$ cat config.mk
export PLATFORM = sky130hd
export DESIGN_NAME = rv_instr_encoder_flat
export DESIGN_NICKNAME = d
export VERILOG_FILES = /design/src/rtl/rv_instr_encoder_if.sv /design/src/rtl/rv_instr_encoder.sv /design/src/flat_wrapper.sv
export SDC_FILE = /design/constraint.sdc
export NUM_CORES = 1
export LEC_CHECK = 0
export BUFFER_PORTS_ARGS = -buffer_cell sky130_fd_sc_hd__buf_2
export CORE_UTILIZATION = 55
export CTS_BUF_LIST = sky130_fd_sc_hd__clkbuf_4 sky130_fd_sc_hd__clkbuf_8
export DETAILED_ROUTE_END_ITERATION = 10
export GPL_TIMING_DRIVEN = 1
export HOLD_SLACK_MARGIN = 0.02
export PLACE_DENSITY_LB_ADDON = 0.2
export SETUP_SLACK_MARGIN = 0.2
export SYNTH_ARGS = -nofsm -noshare
export SYNTH_HDL_FRONTEND = slang
export SYNTH_SLANG_ARGS = --single-unit
$ cat constraint.sdc
create_clock -name clk -period 2.2 [get_ports clk]
set_input_delay 0.11 -clock clk [delete_from_list [all_inputs] [get_ports clk]]
set_output_delay 0.11 -clock clk [all_outputs]
set_load 0.01 [all_outputs]
$ cat src/rtl/rv_instr_encoder_if.sv
// Command/instruction stream bundle between the symbolic command source and the encoder.
// slave = encoder side; master = command source plus instruction consumer.
interface rv_instr_encoder_if;
    logic        cmd_valid;
    logic        cmd_ready;
    logic [3:0]  cmd_class;
    logic [2:0]  cmd_funct3;
    logic        cmd_f7b5;
    logic [4:0]  cmd_rd;
    logic [4:0]  cmd_rs1;
    logic [4:0]  cmd_rs2;
    logic [31:0] cmd_imm;
    logic        instr_valid;
    logic        instr_ready;
    logic [31:0] instr;
    logic        err_illegal;

    modport slave (
        input  cmd_valid, cmd_class, cmd_funct3, cmd_f7b5, cmd_rd, cmd_rs1, cmd_rs2, cmd_imm,
        input  instr_ready,
        output cmd_ready, instr_valid, instr, err_illegal
    );

    modport master (
        output cmd_valid, cmd_class, cmd_funct3, cmd_f7b5, cmd_rd, cmd_rs1, cmd_rs2, cmd_imm,
        output instr_ready,
        input  cmd_ready, instr_valid, instr, err_illegal
    );
endinterface

$ cat src/rtl/rv_instr_encoder.sv
// Assembles RV32I words from symbolic commands and streams them out; LI expands to LUI+ADDI.
// Optional immediate range checking is enabled by defining RV_ENC_RANGE_CHECK_EN.
module rv_instr_encoder #(
    parameter logic [31:0] NOP_WORD = 32'h0000_0013,
    parameter bit          LI_OPT   = 1'b1
) (
    input  logic               clk,
    input  logic               rst_n,
    rv_instr_encoder_if.slave  bus
);
    localparam int unsigned XLEN = 32;

    localparam logic [6:0] OP_LOAD   = 7'b0000011;
    localparam logic [6:0] OP_STORE  = 7'b0100011;
    localparam logic [6:0] OP_RTYPE  = 7'b0110011;
    localparam logic [6:0] OP_BRANCH = 7'b1100011;
    localparam logic [6:0] OP_IALU   = 7'b0010011;
    localparam logic [6:0] OP_JAL    = 7'b1101111;
    localparam logic [6:0] OP_JALR   = 7'b1100111;
    localparam logic [6:0] OP_LUI    = 7'b0110111;
    localparam logic [6:0] OP_AUIPC  = 7'b0010111;

    localparam logic [3:0] CLS_LOAD   = 4'd0;
    localparam logic [3:0] CLS_STORE  = 4'd1;
    localparam logic [3:0] CLS_RTYPE  = 4'd2;
    localparam logic [3:0] CLS_BRANCH = 4'd3;
    localparam logic [3:0] CLS_IALU   = 4'd4;
    localparam logic [3:0] CLS_JAL    = 4'd5;
    localparam logic [3:0] CLS_JALR   = 4'd6;
    localparam logic [3:0] CLS_LUI    = 4'd7;
    localparam logic [3:0] CLS_AUIPC  = 4'd8;
    localparam logic [3:0] CLS_LI     = 4'd9;

    typedef enum logic {
        S_IDLE = 1'b0,
        S_LI2  = 1'b1
    } state_e;

    state_e            state_q, state_d;
    logic [XLEN-1:0]   instr_q, instr_d;
    logic              valid_q, valid_d;
    logic              err_q, err_d;
    logic [4:0]        li_rd_q, li_rd_d;
    logic [11:0]       li_lo_q, li_lo_d;

    logic              cmd_ready_c;
    logic              cmd_fire_c;

    logic [XLEN-1:0]   enc_word_c;
    logic              enc_illegal_c;
    logic              enc_two_c;
    logic              imm_oor_c;
    logic [19:0]       li_up_c;
    logic [11:0]       li_lo_c;
    logic [XLEN-1:0]   acc_word_c;
    logic              acc_err_c;
    logic              acc_two_c;

    logic [XLEN-1:0]   imm;
    logic [4:0]        rd, rs1, rs2;
    logic [2:0]        f3;

    assign imm = bus.cmd_imm;
    assign rd  = bus.cmd_rd;
    assign rs1 = bus.cmd_rs1;
    assign rs2 = bus.cmd_rs2;
    assign f3  = bus.cmd_funct3;

    // Ready is forced low while reset is asserted so nothing is accepted mid-reset.
    assign cmd_ready_c = rst_n && (state_q == S_IDLE) && (!valid_q || bus.instr_ready);
    assign cmd_fire_c  = bus.cmd_valid && cmd_ready_c;

    // Combinational word assembly for the command currently on the bus.
    always_comb begin
        enc_word_c    = NOP_WORD;
        enc_illegal_c = 1'b0;
        enc_two_c     = 1'b0;
        li_up_c       = imm[31:12] + 20'(imm[11]);
        li_lo_c       = imm[11:0];
        case (bus.cmd_class)
            CLS_LOAD:   enc_word_c = {imm[11:0], rs1, f3, rd, OP_LOAD};
            CLS_STORE:  enc_word_c = {imm[11:5], rs2, rs1, f3, imm[4:0], OP_STORE};
            CLS_RTYPE:  enc_word_c = {1'b0, bus.cmd_f7b5, 5'd0, rs2, rs1, f3, rd, OP_RTYPE};
            CLS_BRANCH: enc_word_c = {imm[12], imm[10:5], rs2, rs1, f3, imm[4:1], imm[11], OP_BRANCH};
            CLS_IALU: begin
                if (f3 == 3'b001) begin
                    enc_word_c = {7'd0, imm[4:0], rs1, f3, rd, OP_IALU};
                end else if (f3 == 3'b101) begin
                    enc_word_c = {1'b0, bus.cmd_f7b5, 5'd0, imm[4:0], rs1, f3, rd, OP_IALU};
                end else begin
                    enc_word_c = {imm[11:0], rs1, f3, rd, OP_IALU};
                end
            end
            CLS_JAL:    enc_word_c = {imm[20], imm[10:1], imm[11], imm[19:12], rd, OP_JAL};
            CLS_JALR:   enc_word_c = {imm[11:0], rs1, 3'b000, rd, OP_JALR};
            CLS_LUI:    enc_word_c = {imm[31:12], rd, OP_LUI};
            CLS_AUIPC:  enc_word_c = {imm[31:12], rd, OP_AUIPC};
            CLS_LI: begin
                if (LI_OPT && (li_up_c == 20'd0)) begin
                    enc_word_c = {li_lo_c, 5'd0, 3'b000, rd, OP_IALU};
                end else if (LI_OPT && (li_lo_c == 12'd0)) begin
                    enc_word_c = {li_up_c, rd, OP_LUI};
                end else begin
                    enc_word_c = {li_up_c, rd, OP_LUI};
                    enc_two_c  = 1'b1;
                end
            end
            default:    enc_illegal_c = 1'b1;
        endcase
    end

`ifdef RV_ENC_RANGE_CHECK_EN
    logic fits12_c, fits13_c, fits21_c;

    assign fits12_c = (imm == {{20{imm[11]}}, imm[11:0]});
    assign fits13_c = (imm == {{19{imm[12]}}, imm[12:0]});
    assign fits21_c = (imm == {{11{imm[20]}}, imm[20:0]});

    // Immediates that cannot be represented exactly by the target format.
    always_comb begin
        imm_oor_c = 1'b0;
        case (bus.cmd_class)
            CLS_LOAD, CLS_STORE, CLS_JALR: imm_oor_c = !fits12_c;
            CLS_IALU:                      imm_oor_c = !fits12_c;
            CLS_BRANCH:                    imm_oor_c = !fits13_c || imm[0];
            CLS_JAL:                       imm_oor_c = !fits21_c || imm[0];
            CLS_LUI, CLS_AUIPC:            imm_oor_c = (imm[11:0] != 12'd0);
            default:                       imm_oor_c = 1'b0;
        endcase
    end
`else
    assign imm_oor_c = 1'b0;
`endif

    assign acc_err_c  = enc_illegal_c || imm_oor_c;
    assign acc_word_c = acc_err_c ? NOP_WORD : enc_word_c;
    assign acc_two_c  = enc_two_c && !acc_err_c;

    // State register.
    always_ff @(posedge clk or negedge rst_n) begin
        if (!rst_n) begin
            state_q <= S_IDLE;
        end else begin
            state_q <= state_d;
        end
    end

    // Next-state logic.
    always_comb begin
        state_d = state_q;
        if (state_q == S_IDLE) begin
            if (cmd_fire_c && acc_two_c) begin
                state_d = S_LI2;
            end
        end else begin
            if (bus.instr_ready) begin
                state_d = S_IDLE;
            end
        end
    end

    // Output/datapath next values; the LI tail is only loaded once the LUI word is taken.
    always_comb begin
        instr_d = instr_q;
        valid_d = valid_q;
        err_d   = 1'b0;
        li_rd_d = li_rd_q;
        li_lo_d = li_lo_q;
        if (state_q == S_LI2) begin
            if (bus.instr_ready) begin
                instr_d = {li_lo_q, li_rd_q, 3'b000, li_rd_q, OP_IALU};
            end
        end else if (cmd_fire_c) begin
            instr_d = acc_word_c;
            valid_d = 1'b1;
            err_d   = acc_err_c;
            li_rd_d = rd;
            li_lo_d = li_lo_c;
        end else if (bus.instr_ready) begin
            valid_d = 1'b0;
        end
    end

    always_ff @(posedge clk or negedge rst_n) begin
        if (!rst_n) begin
            instr_q <= NOP_WORD;
            valid_q <= 1'b0;
            err_q   <= 1'b0;
            li_rd_q <= 5'd0;
            li_lo_q <= 12'd0;
        end else begin
            instr_q <= instr_d;
            valid_q <= valid_d;
            err_q   <= err_d;
            li_rd_q <= li_rd_d;
            li_lo_q <= li_lo_d;
        end
    end

    assign bus.cmd_ready   = cmd_ready_c;
    assign bus.instr_valid = valid_q;
    assign bus.instr       = instr_q;
    assign bus.err_illegal = err_q;

endmodule

$ cat src/flat_wrapper.sv
// flat-port wrapper written by rule: the top's interface ports become plain ports
module rv_instr_encoder_flat 
#(
    parameter logic [31:0] NOP_WORD = 32'h0000_0013,
    parameter bit          LI_OPT   = 1'b1
)
  (clk, rst_n, bus_cmd_valid, bus_cmd_class, bus_cmd_funct3, bus_cmd_f7b5, bus_cmd_rd, bus_cmd_rs1, bus_cmd_rs2, bus_cmd_imm, bus_instr_ready, bus_cmd_ready, bus_instr_valid, bus_instr, bus_err_illegal);
  rv_instr_encoder_if bus_i ();
  input  logic clk;
  input  logic rst_n;
  input wire logic [$bits(bus_i.cmd_valid)-1:0] bus_cmd_valid;
  input wire logic [$bits(bus_i.cmd_class)-1:0] bus_cmd_class;
  input wire logic [$bits(bus_i.cmd_funct3)-1:0] bus_cmd_funct3;
  input wire logic [$bits(bus_i.cmd_f7b5)-1:0] bus_cmd_f7b5;
  input wire logic [$bits(bus_i.cmd_rd)-1:0] bus_cmd_rd;
  input wire logic [$bits(bus_i.cmd_rs1)-1:0] bus_cmd_rs1;
  input wire logic [$bits(bus_i.cmd_rs2)-1:0] bus_cmd_rs2;
  input wire logic [$bits(bus_i.cmd_imm)-1:0] bus_cmd_imm;
  input wire logic [$bits(bus_i.instr_ready)-1:0] bus_instr_ready;
  output wire logic [$bits(bus_i.cmd_ready)-1:0] bus_cmd_ready;
  output wire logic [$bits(bus_i.instr_valid)-1:0] bus_instr_valid;
  output wire logic [$bits(bus_i.instr)-1:0] bus_instr;
  output wire logic [$bits(bus_i.err_illegal)-1:0] bus_err_illegal;
  assign bus_i.cmd_valid = bus_cmd_valid;
  assign bus_i.cmd_class = bus_cmd_class;
  assign bus_i.cmd_funct3 = bus_cmd_funct3;
  assign bus_i.cmd_f7b5 = bus_cmd_f7b5;
  assign bus_i.cmd_rd = bus_cmd_rd;
  assign bus_i.cmd_rs1 = bus_cmd_rs1;
  assign bus_i.cmd_rs2 = bus_cmd_rs2;
  assign bus_i.cmd_imm = bus_cmd_imm;
  assign bus_i.instr_ready = bus_instr_ready;
  assign bus_cmd_ready = bus_i.cmd_ready;
  assign bus_instr_valid = bus_i.instr_valid;
  assign bus_instr = bus_i.instr;
  assign bus_err_illegal = bus_i.err_illegal;
  rv_instr_encoder #(.NOP_WORD(NOP_WORD), .LI_OPT(LI_OPT)) u_core (.clk(clk), .rst_n(rst_n), .bus(bus_i));
endmodule
; Word level (Yosys, flattened, before mapping)
; Cells that the tools add are included.
[totals]
elab_cells = 55
mem_bits_rw = 0
mem_bits_ro = 0
n_memories = 0
output_inout_bits = 35
latchBits = 0
input_bits = 59
reg_bits = 52
[op_classes]
bitwise_logic = 1
shift = 0
n_mux = 19
mul = 0
n_eq_ne = 12
reduce_logical = 16
div = 0
n_addsub = 1
magnitude_cmp = 0
[ops]
columns = op, n
row1 = $pmux W32 S10, 1
row2 = $mux W32, 7
row3 = $add A20 B1 Y20, 1
row4 = $logic_not A20 Y1, 1
row5 = $eq A4 B3 Y1 const B, 4
row6 = $logic_not A12 Y1, 1
row7 = $mux W1, 11
row8 = $reduce_or A10 Y1, 1
row9 = $eq A4 B2 Y1 const B, 2
row10 = $eq A4 B4 Y1 const B, 2
row11 = $reduce_and A2 Y1, 3
row12 = $logic_and A1 B1 Y1, 5
row13 = $eq A4 B1 Y1 const B, 1
row14 = $logic_not A4 Y1, 1
row15 = $reduce_bool A2 Y1, 2
row16 = $eq A3 B1 Y1 const B, 1
row17 = $eq A3 B3 Y1 const B, 1
row18 = $ne A2 B2 Y1 const B, 1
row19 = $logic_not A1 Y1, 1
row20 = $logic_or A1 B1 Y1, 1
row21 = $not A1 Y1, 1

; Logic depth before layout (Yosys ltp)
[logic_depth]
depth_word = 8
depth_mapped = 11
mapped_depth_nobuf = 9

; Least setup slack after synthesis
; Ideal clock, no wire load.
[synth_path]
kind = input -> register
start = in bus_cmd_imm[11]
end = reg u_core.instr_q[5], in the netlist u_core.bus.instr[5]
setup_time_ns = 0.126
t_arrival_ns = 2.314
slack_ns = -0.240
path_stages = 10
required_ns = 2.074
path_cell_list = ha_1 ha_1 and3_4 buf_6 a311oi_2 a31oi_1 or4_4 a211oi_4 nor2_2 a221o_1
[synth_between]
elab_chain_len = 7
[synth_lines]
columns = item, line
row1 = from (decl), flat_wrapper.sv:18  ; input wire logic [$bits(bus_i.cmd_imm)-1:0] bus_cmd_imm;
row2 = $add A20 B1 Y20, rv_instr_encoder.sv:78  ; li_up_c = imm[31:12] + 20'(imm[11]);
row3 = $logic_not A20 Y1, rv_instr_encoder.sv:99  ; if (LI_OPT && (li_up_c == 20'd0)) begin
row4 = $mux W32, rv_instr_encoder.sv:99
row5 = $pmux W32 S10, rv_instr_encoder.sv:80  ; case (bus.cmd_class)
row6 = $mux W32, rv_instr_encoder.sv:136  ; assign acc_word_c = acc_err_c ? NOP_WORD : enc_word_c;
row7 = $mux W32, rv_instr_encoder.sv:173  ; end else if (cmd_fire_c) begin
row8 = $mux W32, rv_instr_encoder.sv:169  ; if (state_q == S_LI2) begin
row9 = to (signal assigned), rv_instr_encoder.sv:192  ; instr_q <= instr_d;
row10 = to (decl), rv_instr_encoder.sv:40  ; logic [XLEN-1:0] instr_q, instr_d;
; No other way between the ends. The select of a mux whose other input is x is not followed.
; A chain may end at the register's enable or synchronous reset.

; Worst setup path in the final report
[layout_path]
start = in bus_cmd_imm[12]
end = reg u_core.instr_q[5], in the netlist u_core.bus.instr[5]
; The elaborated chain is that of the path after synthesis.

==> out/qor.yml <==
yosysWarnings: 0
clock-sinks: 50
io_buffer_count: 91
clock_latency_ns: 0.32
worstPathArrival_ns: 2.25
final_cells: 654
synth_seq_cells: 50
start_util_pct: 58.0
crit_start: "bus_cmd_imm[12]"
synth_seq_area_share_pct: 33.4
cts_buffers: 5
period_needed_ns: 2.05
crit_type: "primary input to flop"
grt_antenna_before_repair: 0
dieArea_mm2: 0.00715
cts_tree: "built"
worst_pin_slew_ns: 0.687
dp_slack_ns: -0.308
grt_max_degree: 52
critPathCaptureType: "flop"
cp_common_cell: "ha_4"
rr_startpoint: "u_core.bus.instr_valid"
synth-async-reset-ratio_pct: 100
drtIter0Drc: 575
grt_pass1_wl_mm: 20.7
routedWlPerCell_um: 19.7
grt_pass1_vias: 4227
slew_headroom_pct: 53.8
cap_violations: 0
hold_start: "bus_cmd_imm[9]"
path_cells: "buf_8, ha_4, ha_4, or3_1, a311o_1, nor3_1, nand4_1, a211oi_4, buf_12, nor2_4, a221o_1"
synth_top_flop_cell: "dfrtp_1"
clkTransAtPathRegs_ns: 0.11
clk_path_buf_depth: 2
critPathMaxStageDelay_ns: 0.34
cp_slowest_cell: "or3_1"
routed_wl_mm: 12.9
dr.pass1.iters: 9
viasPerCell: 6.66
synthToLayoutAreaGrowth_pct: 27.9
syn_area_mm2: 0.00375
irDropWorstVdd_uv: 265
place.gp.congestion: 0.936
power_mw: 2.61
crit_required_ns: 2.40
drtAntennaViolNets: 0
leakage_nw: 2.11
path_max_fanout: 5
nFillCells: 515
antenna_cells: 0
io_pins: 94
die_w_um: 84.6
status: "complete, but fails checks"
violations: "DRC"
dp_hpwl_mm: 9.76
drc: 6
netlist_instances: 458
dieHeight_um: 84.6
startpoint_type: "primary input"
root_buffer: "clkbuf_8"
p_per_area_mw_per_mm2: 545
rows: 29
holdWs_ns: 0.0579
min_period_over_period_pct: 93.3
fin_nets: 637
synthDistinctLibCells: 65
max_freq_mhz: 487
setup_viol: 0
hold_viol: 0
fin_setup_tns_ns: 0
core_region_area_mm2: 0.00646
hp-class: "primary input to flop"
critical-path-top-delay-family: "compound AO/OA/AOI/OAI gates"
clock_skew_ns: 0.0133
critPathBufInv: 2
post-place-cells: 642
layout_setup_ws_ns: 0.147
drive_above_1_share_pct: 36.6
synth_edf_count: 0
num_vias: 4354
gr-total-overflow: 0
h-tree-depth: 2
grt_setup_unrepaired: "yes"
syn-mean-instance-area_um2: 8.18
grt_util_all_layers_pct: 37.0
finalMaxSlewViolations: 0
layout by cell type (no fill, tap or decap), types with 7 or more instances in the layout:
cell,count
nor2b_1,8
a221oi_1,7
a22oi_1,7
dfrtp_1,49
nand3_1,15
a21oi_1,33
buf_2,90
buf_4,54
a211oi_2,8
nand2_1,50
a22o_1,7
mux2_2,18
nor2_1,44
o21ai_0,30
o221ai_1,9
nand4_1,7
inv_1,7
nor3_1,13
and3_1,10
a31oi_1,9
worst paths after layout:
check                                        to  slack (ns)  cells after the start
setup / recovery            u_core.bus.instr[5]        0.15                     11
hold / removal                u_core.li_lo_q[9]        0.06                      2
setup reg to reg           u_core.bus.instr[21]        0.23                      8
hold reg to reg             u_core.bus.instr[3]        0.50                      2
max in group asynchronous   u_core.bus.instr[7]        1.28                      3
min in group asynchronous     u_core.li_lo_q[9]        0.47                      3
cell usage after synthesis (4+ instances only):
cell type / instances / area share (%)
clkbuf_1: 26 / 2.6
a221oi_1: 9 / 2.1
nand3_1: 16 / 2.1
and3_1: 10 / 1.7
nand2_1: 51 / 5.1
nand4_1: 7 / 1.2
a22oi_1: 7 / 1.4
inv_1: 7 / 0.70
a221o_1: 5 / 1.3
o221ai_1: 9 / 2.1
buf_2: 5 / 0.67
nor2_1: 44 / 4.4
o211ai_1: 4 / 0.80
a22o_1: 7 / 1.6
a211oi_1: 9 / 1.8
xor2_1: 5 / 1.2
a31oi_1: 9 / 1.5
o21ai_0: 30 / 4.0
a21oi_1: 34 / 4.5
dfrtp_1: 49 / 33
mux2_2: 18 / 5.4
nor3_1: 15 / 2.0
nor2b_1: 8 / 1.3
buf_6: 5 / 1.5
nor4_1: 6 / 1.0
logic make-up (layout without fill, tap and decap cells):
kind of cell	after synthesis	after routing	share of synthesized area, %
AOI/OAI and AO/OA	150	150	27.6
and+or+nand+nor	180	180	24.4
DFF	50	50	33.4
adders and majority gates	2	2	0.667
other	1	2	0.100
xor gates and xnor gates	8	8	1.87
buffers and inverters	48	166	6.27
muxes	19	19	5.67
sequential cells by signal, summed over array words and instances, names as in the netlist:
name and count:
u_core.state_q 1, u_core.bus.instr 30, u_core.li_rd_q 5, u_core.bus.err_illegal 1, u_core.li_lo_q 12, u_core.bus.instr_valid 1
routing by layer:
metal	share of wire, %	track usage, %	wire length [um]	vias up
li1	-	-	-	1965
met1	40	50.3	5160	2036
met2	46	59.2	5980	307
met3	9.8	4.72	1260	46
met4	3.8	16.5	493	0
met5	0	0	0	-
timing repair:
item                                   CTS  global route
setup endpoints to repair               17            17
gates resized for setup                 11             7
cloned                                   1             0
hold buffers                             1             0
endpoints found under the hold margin   49             0
pin swaps                                6             2
setup buffers                            1             1
where the power goes:
part	leakage [nW]	total [mW]	internal [mW]	switching [mW]
combinational	1.45	0.844	0.380	0.464
sequential	0.618	1.19	1.08	0.108
clock	0.0408	0.578	0.238	0.341
layout make-up:
| type | count | area [um^2] | area share [%] |
|---|---|---|---|
| clock buffers | 6 | 76.3 | 1.59 |
| clock inverters | 2 | 15.0 | 0.313 |
| inverters | 7 | 26.3 | 0.548 |
| multi-input cells | 361 | 2380 | 49.7 |
| flip-flops and latches | 50 | 1250 | 26.1 |
| well taps | 77 | 96.3 | 2.01 |
| repair buffers | 151 | 946 | 19.7 |
per-stage QoR:
step | instance area, um^2 | util (%)
2_1_floorplan | 3830 | -
3_3_place_gp | 4590 | 71.1
3_5_place_dp | 4590 | 71.1
4_1_cts | 4760 | 73.7
5_1_grt | 4790 | 74.2
6_report | 4790 | 74.2
Power figures use the tool's default switching activity.
